File: src/rtl/alu_arbiter.sv
// alu_arbiter: shares one combinational ALU between two requesters.
// Each requester owns a one-entry response buffer. The buffer accepts a new
// operation while it is empty, or in the same cycle its current result drains.
// FIXED_PRIO=0 alternates between requesters on a tie; FIXED_PRIO=1 always
// picks requester 0.
//
// state | meaning
// EMPTY | response buffer holds no result, rspN_valid=0
// FULL  | response buffer holds a result, rspN_valid=1
module alu_arbiter #(
    parameter bit FIXED_PRIO = 1'b0
) (
    input  logic        clk,
    input  logic        rst_n,

    input  logic        req0_valid,
    output logic        req0_ready,
    input  logic [31:0] req0_in1,
    input  logic [31:0] req0_in2,
    input  logic [4:0]  req0_shamt,
    input  logic        req0_use_shamt,
    input  logic [2:0]  req0_funct3,
    input  logic [6:0]  req0_funct7,

    input  logic        req1_valid,
    output logic        req1_ready,
    input  logic [31:0] req1_in1,
    input  logic [31:0] req1_in2,
    input  logic [4:0]  req1_shamt,
    input  logic        req1_use_shamt,
    input  logic [2:0]  req1_funct3,
    input  logic [6:0]  req1_funct7,

    output logic        rsp0_valid,
    input  logic        rsp0_ready,
    output logic [31:0] rsp0_out,
    output logic [3:0]  rsp0_flags,

    output logic        rsp1_valid,
    input  logic        rsp1_ready,
    output logic [31:0] rsp1_out,
    output logic [3:0]  rsp1_flags,

    output logic [31:0] alu_in1,
    output logic [31:0] alu_in2,
    output logic [4:0]  alu_shamt,
    output logic        alu_use_shamt,
    output logic [2:0]  alu_funct3,
    output logic [6:0]  alu_funct7,
    input  logic [31:0] alu_out,
    input  logic        alu_carry,
    input  logic        alu_negative,
    input  logic        alu_zero,
    input  logic        alu_overflow
);

    typedef enum logic {
        EMPTY = 1'b0,
        FULL  = 1'b1
    } buf_state_t;

    buf_state_t state0, state0_nxt;
    buf_state_t state1, state1_nxt;

    // 1 = requester 1 was granted last, so requester 0 wins the next tie
    logic       last_grant;
    logic       elig0, elig1;
    logic       grant0, grant1;
    logic       acc0, acc1;
    logic [3:0] alu_flags;

    assign alu_flags = {alu_carry, alu_negative, alu_zero, alu_overflow};

    // A buffer can take a new result when empty or when its result drains now
    assign req0_ready = rst_n && ((state0 == EMPTY) || rsp0_ready);
    assign req1_ready = rst_n && ((state1 == EMPTY) || rsp1_ready);

    assign elig0 = req0_valid && req0_ready;
    assign elig1 = req1_valid && req1_ready;
    assign acc0  = grant0;
    assign acc1  = grant1;

    assign rsp0_valid = (state0 == FULL);
    assign rsp1_valid = (state1 == FULL);

    // Pick at most one winner among the eligible requesters
    always_comb begin
        grant0 = 1'b0;
        grant1 = 1'b0;
        if (elig0 && elig1) begin
            if (FIXED_PRIO || last_grant) begin
                grant0 = 1'b1;
            end else begin
                grant1 = 1'b1;
            end
        end else if (elig0) begin
            grant0 = 1'b1;
        end else if (elig1) begin
            grant1 = 1'b1;
        end
    end

    // Steer the winner's payload to the ALU; requester 0 when nobody wins
    always_comb begin
        alu_in1       = req0_in1;
        alu_in2       = req0_in2;
        alu_shamt     = req0_shamt;
        alu_use_shamt = req0_use_shamt;
        alu_funct3    = req0_funct3;
        alu_funct7    = req0_funct7;
        if (grant1) begin
            alu_in1       = req1_in1;
            alu_in2       = req1_in2;
            alu_shamt     = req1_shamt;
            alu_use_shamt = req1_use_shamt;
            alu_funct3    = req1_funct3;
            alu_funct7    = req1_funct7;
        end
    end

    // Buffer state register for both requesters
    always_ff @(posedge clk) begin
        if (!rst_n) begin
            state0 <= EMPTY;
            state1 <= EMPTY;
        end else begin
            state0 <= state0_nxt;
            state1 <= state1_nxt;
        end
    end

    // Buffer next state: fill on accept, empty on drain without refill
    always_comb begin
        state0_nxt = state0;
        state1_nxt = state1;
        case (state0)
            EMPTY:   if (acc0) state0_nxt = FULL;
            FULL:    if (!acc0 && rsp0_ready) state0_nxt = EMPTY;
            default: state0_nxt = EMPTY;
        endcase
        case (state1)
            EMPTY:   if (acc1) state1_nxt = FULL;
            FULL:    if (!acc1 && rsp1_ready) state1_nxt = EMPTY;
            default: state1_nxt = EMPTY;
        endcase
    end

    // Capture the ALU result into the accepted requester's buffer
    always_ff @(posedge clk) begin
        if (!rst_n) begin
            rsp0_out   <= '0;
            rsp0_flags <= '0;
            rsp1_out   <= '0;
            rsp1_flags <= '0;
        end else begin
            if (acc0) begin
                rsp0_out   <= alu_out;
                rsp0_flags <= alu_flags;
            end
            if (acc1) begin
                rsp1_out   <= alu_out;
                rsp1_flags <= alu_flags;
            end
        end
    end

    // Round-robin pointer moves only when an operation is accepted
    always_ff @(posedge clk) begin
        if (!rst_n) begin
            last_grant <= 1'b1;
        end else if (acc0) begin
            last_grant <= 1'b0;
        end else if (acc1) begin
            last_grant <= 1'b1;
        end
    end

endmodule

File: config.mk
export PLATFORM = sky130hd
export DESIGN_NAME = alu_arbiter
export DESIGN_NICKNAME = d
export VERILOG_FILES = /design/src/rtl/alu_arbiter.sv
export SDC_FILE = /design/constraint.sdc
export NUM_CORES = 1
export LEC_CHECK = 0
export ABC_CLOCK_PERIOD_IN_PS = 2600
export CAP_MARGIN = 20
export CORE_AREA = 2 2 140 142
export DETAILED_ROUTE_END_ITERATION = 16
export DIE_AREA = 0 0 142 144
export HOLD_SLACK_MARGIN = 0.02
export PLACE_DENSITY_LB_ADDON = 0.3
export REMOVE_ABC_BUFFERS = 1
export SYNTH_ARGS = -nofsm -noshare
export SYNTH_HDL_FRONTEND = slang
export SYNTH_SLANG_ARGS = --single-unit
export TNS_END_PERCENT = 1
File: constraint.sdc
create_clock -name clk -period 2.6 [get_ports clk]
set_clock_uncertainty 0.1 [all_clocks]
set_input_delay 0.52 -clock clk [delete_from_list [all_inputs] [get_ports clk]]
set_output_delay 0.52 -clock clk [all_outputs]
set_load 0.02 [all_outputs]
==> After elaboration in Yosys (flattened, before gate mapping) <==
Index checks and enable logic that the tools add are counted.
{ "word_totals": {"input_bits": 202, "register_bits": 75} }
{ "classes": {"reduce_logical": 12, "n_bitwise": 2, "mux": 21} }
{ "op_table": {"columns": ["op", "count"], "rows": [
  ["32-bit 2-to-1 mux", 2],
  ["1-bit 2-to-1 mux", 14],
  ["1-bit logical AND", 7],
  ["7-bit 2-to-1 mux", 1],
  ["5-bit 2-to-1 mux", 1],
  ["1-bit one-hot mux with 2 select lines", 2],
  ["3-bit 2-to-1 mux", 1],
  ["1-bit logical NOT", 2],
  ["1-bit logical OR", 2],
  ["1-bit NOT", 2],
  ["2-bit nonzero test", 1]
]} }

==> Logic depth before layout (Yosys ltp) <==
Gate-level depths: netlist of the first run.
{ "logic_depth": {"word_depth": 11, "mapped_depth": 6, "ltp_nobuf": 3} }

==> Worst setup path before layout of the first run <==
Ideal clock, no wire load.
{ "synth_path": {"kind": "input to output", "from": "input rst_n", "to": "output alu_in1[26]", "t_arrival_ns": 1.654, "path_stages": 6, "path_slack_ns": 0.326, "cell_sequence": "buf_2 and2_1 o211ai_2 buf_6 buf_6 mux2_1"} }
{ "synth_between": {"elab_chain_len": 6} }
{ "synth_lines": {"columns": ["element", "line_no", "text"], "rows": [
  ["start: declaration", "14", "input logic rst_n,"],
  ["1-bit logical AND", "76", "assign req1_ready = rst_n && ((state1 == EMPTY) || rsp1_ready);"],
  ["1-bit logical AND", "79", "assign elig1 = req1_valid && req1_ready;"],
  ["1-bit 2-to-1 mux", "98", "end else if (elig1) begin"],
  ["1-bit 2-to-1 mux", "96", "end else if (elig0) begin"],
  ["1-bit 2-to-1 mux (*)", "90", "if (elig0 && elig1) begin"],
  ["32-bit 2-to-1 mux (*)", "111", "if (grant1) begin"],
  ["end: declaration", "44", "output logic [31:0] alu_in1,"]
]} }
Every way passes the cells marked *; elsewhere a longest branch is shown, timed or not.

==> Worst setup path in the final report of the first run <==
{ "layout_path": {"from": "input req1_valid", "to": "output alu_in2[1]"} }
{ "layout_between": {"elab_chain_len": 5} }
{ "layout_lines": {"columns": ["element", "line_no", "text"], "rows": [
  ["start: declaration", "25", "input logic req1_valid,"],
  ["1-bit logical AND (*)", "79", null],
  ["1-bit 2-to-1 mux", "98", null],
  ["1-bit 2-to-1 mux", "96", null],
  ["1-bit 2-to-1 mux (*)", "90", null],
  ["32-bit 2-to-1 mux (*)", "111", null],
  ["end: declaration", "45", "output logic [31:0] alu_in2,"]
]} }
Marks and branches as above.

==> results, run 1 <==
- The flow ran to the end, and the final reports show no timing, DRC or antenna violations.
- The wire-length estimate of the detail-placed layout is 14700 um.
- The leakage power is 0.00363 uW.
- The placer's final routability congestion estimate is 0.855.
- The slew of the pin with the lowest slew margin is 0.777 ns.
- The tree built by TritonCTS fans out to 75 sinks.
- The data required time at the worst endpoint is 1.98 ns.
- The top flip-flop cell by instance count after synthesis is dfxtp_1.
- In this run the tightest slew margin relative to its limit is 48.2%.
- For this run, the number of Yosys warnings is 0.
- After layout, the design draws a total of 3710 uW.
- For hold timing, the worst endpoint is rsp1_out[21]$_SDFFE_PN0P_.
- The cell type with the largest total area after synthesis is dfxtp_1.
- The mean cell area of the mapped netlist is 10.0 sq um.
- STA classifies the critical path startpoint as an input port.
- Setup repair after global routing could not meet its margin everywhere.
- Derived from the worst setup path, the maximum achievable clock frequency is 388 MHz.
- The post-synthesis sequential area ratio is 39.3%.
- The commonest cells after synthesis are nand2_1, mux2_2, dfxtp_1, mux2i_1, clkbuf_1.
- The number of global-route vias before repair was 4092.
- Setup violations remaining at the end of the flow were counted as 0.
- Along the worst path, the maximum fanout reaches 11.
- In this run, synthesis produced a sequential element count of 75.
- The worst-case IR drop observed on VDD is 0.301 mV.
- The proportion of synthesized area in mux cells is 42.5%.
- The number of buffers added on ports is 357.
- In the final routed layout, each cell accounts on average for 18.5 um.
- The detailed router placed 4189 vias in this run.
- For this run the aggregate overflow at the end of global routing stands at 0.
- For this run, the post-layout net count is 949.
- The number of endpoints with negative hold slack in the final report was 0.
- The number of iterations in the first detailed-routing pass is 4.
- At the worst endpoint, the arrival time is 1.96 ns.
- The instance count of the mapped netlist is 381.
- After Yosys synthesis, XOR and XNOR cells account for 0% of the synthesized area.
- The clock tree synthesis step divided the H-tree into 3 levels.
- The synthesized netlist devotes 1.25% of its cell area to compound gates.
- The total power divided by cell area is 459 mW/mm^2.
- The all-layer global routing usage is 17.1%.
- Buffers inserted during clock tree synthesis total 9.
- The final count of pins violating max slew came to 0.
- The kind of cell adding the most delay to the critical path is buffers and inverters.
- The aggregate negative setup slack is 0 ns.
- Subtracting the final worst setup slack from the clock period gives 2.58 ns.
- By area the synthesized netlist is led by dfxtp_1, mux2_2, mux2i_1.
- The post-route standard cell area excluding fillers is 0.00810 sq mm.
- By instance count, the cell type seen most on the critical path is buf_12.
- The area share of the largest cell type after synthesis is 39.3%.
- The worst path uses 99.2% of the clock period.
- The startpoint identified for the worst hold timing path is rsp1_out[21]$_SDFFE_PN0P_.
- Counting flops with an async set or reset pin after synthesis yields a share of 0%.
- The wire length of the first global-routing pass is 25600 um.
- The clock-pin transition on the worst setup and hold timing paths is 0.06 ns.
- Max-cap violations in this run came to 0.
- The floorplan step defined a core boundary enclosing 0.0191 sq mm.
- The detailed-route wire length is 18500 um.
- The placement row count is 51.
- The die span in y is 144 um.
- In this run, the number of DRC markers left after iteration 0 of detailed routing was 92.
- Counting both buffers and inverters, the worst setup path holds a total of 5.
- The setup check on the worst reg-to-reg path leaves a slack of 0.86 ns.
- The reg-to-reg startpoint is last_grant$_SDFFE_PN1P_.
- After detailed routing, the number of vias per cell comes to 4.21.
- In this run, distinct cell masters in the synthesized netlist total 20.
- In this run the cell area measured after placement is 0.00766 sq mm.
- The die covers 0.0204 sq mm.
- The synthesized area is 0.00382 sq mm.
- The initial standard-cell utilization of the core is 20.0%.
- The number of antenna violations at the first check in global routing is 5.
- The adder-cell area share of the yosys netlist is 0%.
- The buffer depth of the longest clock path is 2.
- The delay of the slowest critical-path stage is 0.35 ns.
- The post-synthesis simple-gate area fraction is 12.3%.
- The critical path is of the in -> out type.
- STA classifies the critical path endpoint as an output pin.
- The number of nets with antenna violations after detailed routing is 0.
- In the final layout, the share of cells above drive strength 1 is 27.7%.
- The largest family of logic cells by synthesized area is multiplexers.
- The path class of the tightest hold or removal check is reg -> reg.
- For this design the top-level I/O count stands at 358.
- The root buffer selected by CTS is clkbuf_16.
- The number of stages on the worst hold path is 2.
- For the worst-skew pair, the clock arrives at the later sink with an insertion delay of 0.33 ns.
- The post-synthesis to final-layout area growth is 112%.
- The leading cell type by number of instances after synthesis is nand2_1.
- The die boundary width is 142 um.
- The clock tree from TritonCTS is yes.
- Measured on the finished design, the core utilization comes to 42.4%.
- The reg-to-reg endpoint is rsp1_out[27]$_SDFFE_PN0P_.
- Traced cell by cell, the critical path runs through dlygate4sd2_1, and2_4, o211ai_4, buf_12, buf_12, buf_16, mux2_2, buf_4.
- For this run, design rule violations remaining after detail routing come to 0.
- Entering global routing, the biggest net connects 77 pins.
- In this run the worst setup path begins at req1_valid.
- The depth of the worst register-to-register path is 7.
- On the final layout, the worst hold slack is 0.358 ns.
- On the critical path, the stage with the largest delay is an instance of mux2_2.
- Counting flops with a built-in enable in the synthesized netlist gives 0.
layout make-up:
| type | count | area [sq um] |
|---|---|---|
| Fill cell | 1854 | 11000 |
| Timing Repair Buffer | 384 | 3740 |
| Multi-Input combinational cell | 276 | 2230 |
| Sequential cell | 75 | 1500 |
| Tap cell | 238 | 298 |
| Clock buffer | 11 | 243 |
| Clock inverter | 5 | 61.3 |
| Antenna cell | 6 | 15.0 |
| Inverter | 1 | 3.75 |
how the worst max path moves through the flow:
stage | to | slack (ns) | cells after the start
2_1_floorplan | alu_funct3[0] | -2.77 | 3
3_3_place_gp | alu_in2[25] | -0.68 | 6
3_5_place_dp | alu_in1[22] | -0.68 | 6
4_1_cts | alu_in1[21] | -0.04 | 6
5_1_grt | alu_in2[14] | -0.03 | 7
6_report | alu_in2[1] | 0.02 | 8
placed cells by master, fill, tap and decap left out, types with 6 or more instances in the layout:
master / count
clkdlybuf4s50_1: 272
buf_4: 25
nand2_1: 109
mux2_4: 18
mux2_2: 58
buf_2: 52
mux2i_1: 72
buf_6: 12
clkbuf_16: 9
buf_12: 7
buf_16: 7
diode_2: 6
dfxtp_1: 74
stage by stage:
step	setup WS, ns	std cells
3_3_place_gp	-0.683	961
2_1_floorplan	-2.77	352
5_1_grt	-0.0310	995
4_1_cts	-0.0420	987
3_5_place_dp	-0.677	961
6_report	0.0212	996
power by group:
group	switching (uW)	total [uW]	internal, uW
clock	512	1290	774
sequential	28.6	1240	1210
combinational	508	1190	683
per-layer routing:
| metal | wire length, um | up-vias | track usage, % |
|---|---|---|---|
| li1 | - | 2039 | - |
| met1 | 7670 | 1947 | 20.7 |
| met2 | 9050 | 185 | 28.4 |
| met3 | 1350 | 18 | 5.07 |
| met4 | 405 | 0 | 7.00 |
| met5 | 0 | - | 0 |
state kept, by name, indices dropped and copies added, names as in the netlist:
name and flops:
last_grant 1, rsp0_flags 4, rsp0_out 32, rsp0_valid 1, rsp1_flags 4, rsp1_out 32, rsp1_valid 1
tightest hold or removal path, cell delays in order (launching register included):
cell	delay [ns]
dfxtp_1	0.31
nand2_1	0.05
mux2i_1	0.05
cell families (layout without fill, tap and decap cells):
family,after synthesis,after routing
muxes,152,152
and+or+nand+nor,118,118
DFF,75,75
buffers and inverters,30,401
AOI/OAI and AO/OA,6,6
other,0,6
what timing repair did:
item	4_1_cts	5_1_grt
pin swaps	1	1
endpoints found under the setup margin	80	32
gates resized for setup	346	33
endpoints found under the hold margin	0	0
buffers inserted	4	3
gates cloned	6	0
hold buffers	0	0
(Power assumes the default switching activity.)
==> run 2: changes to the inputs <==
- SLEW_MARGIN: unset -> 10
==> results of run 2 <==
No change in the layout: final DEF, timing and power equal those of run 1.
==> run 3: changes to the inputs <==
- GPL_ROUTABILITY_DRIVEN: unset -> 0
==> results of run 3 <==
No change in the layout: final DEF, timing and power equal those of run 1.
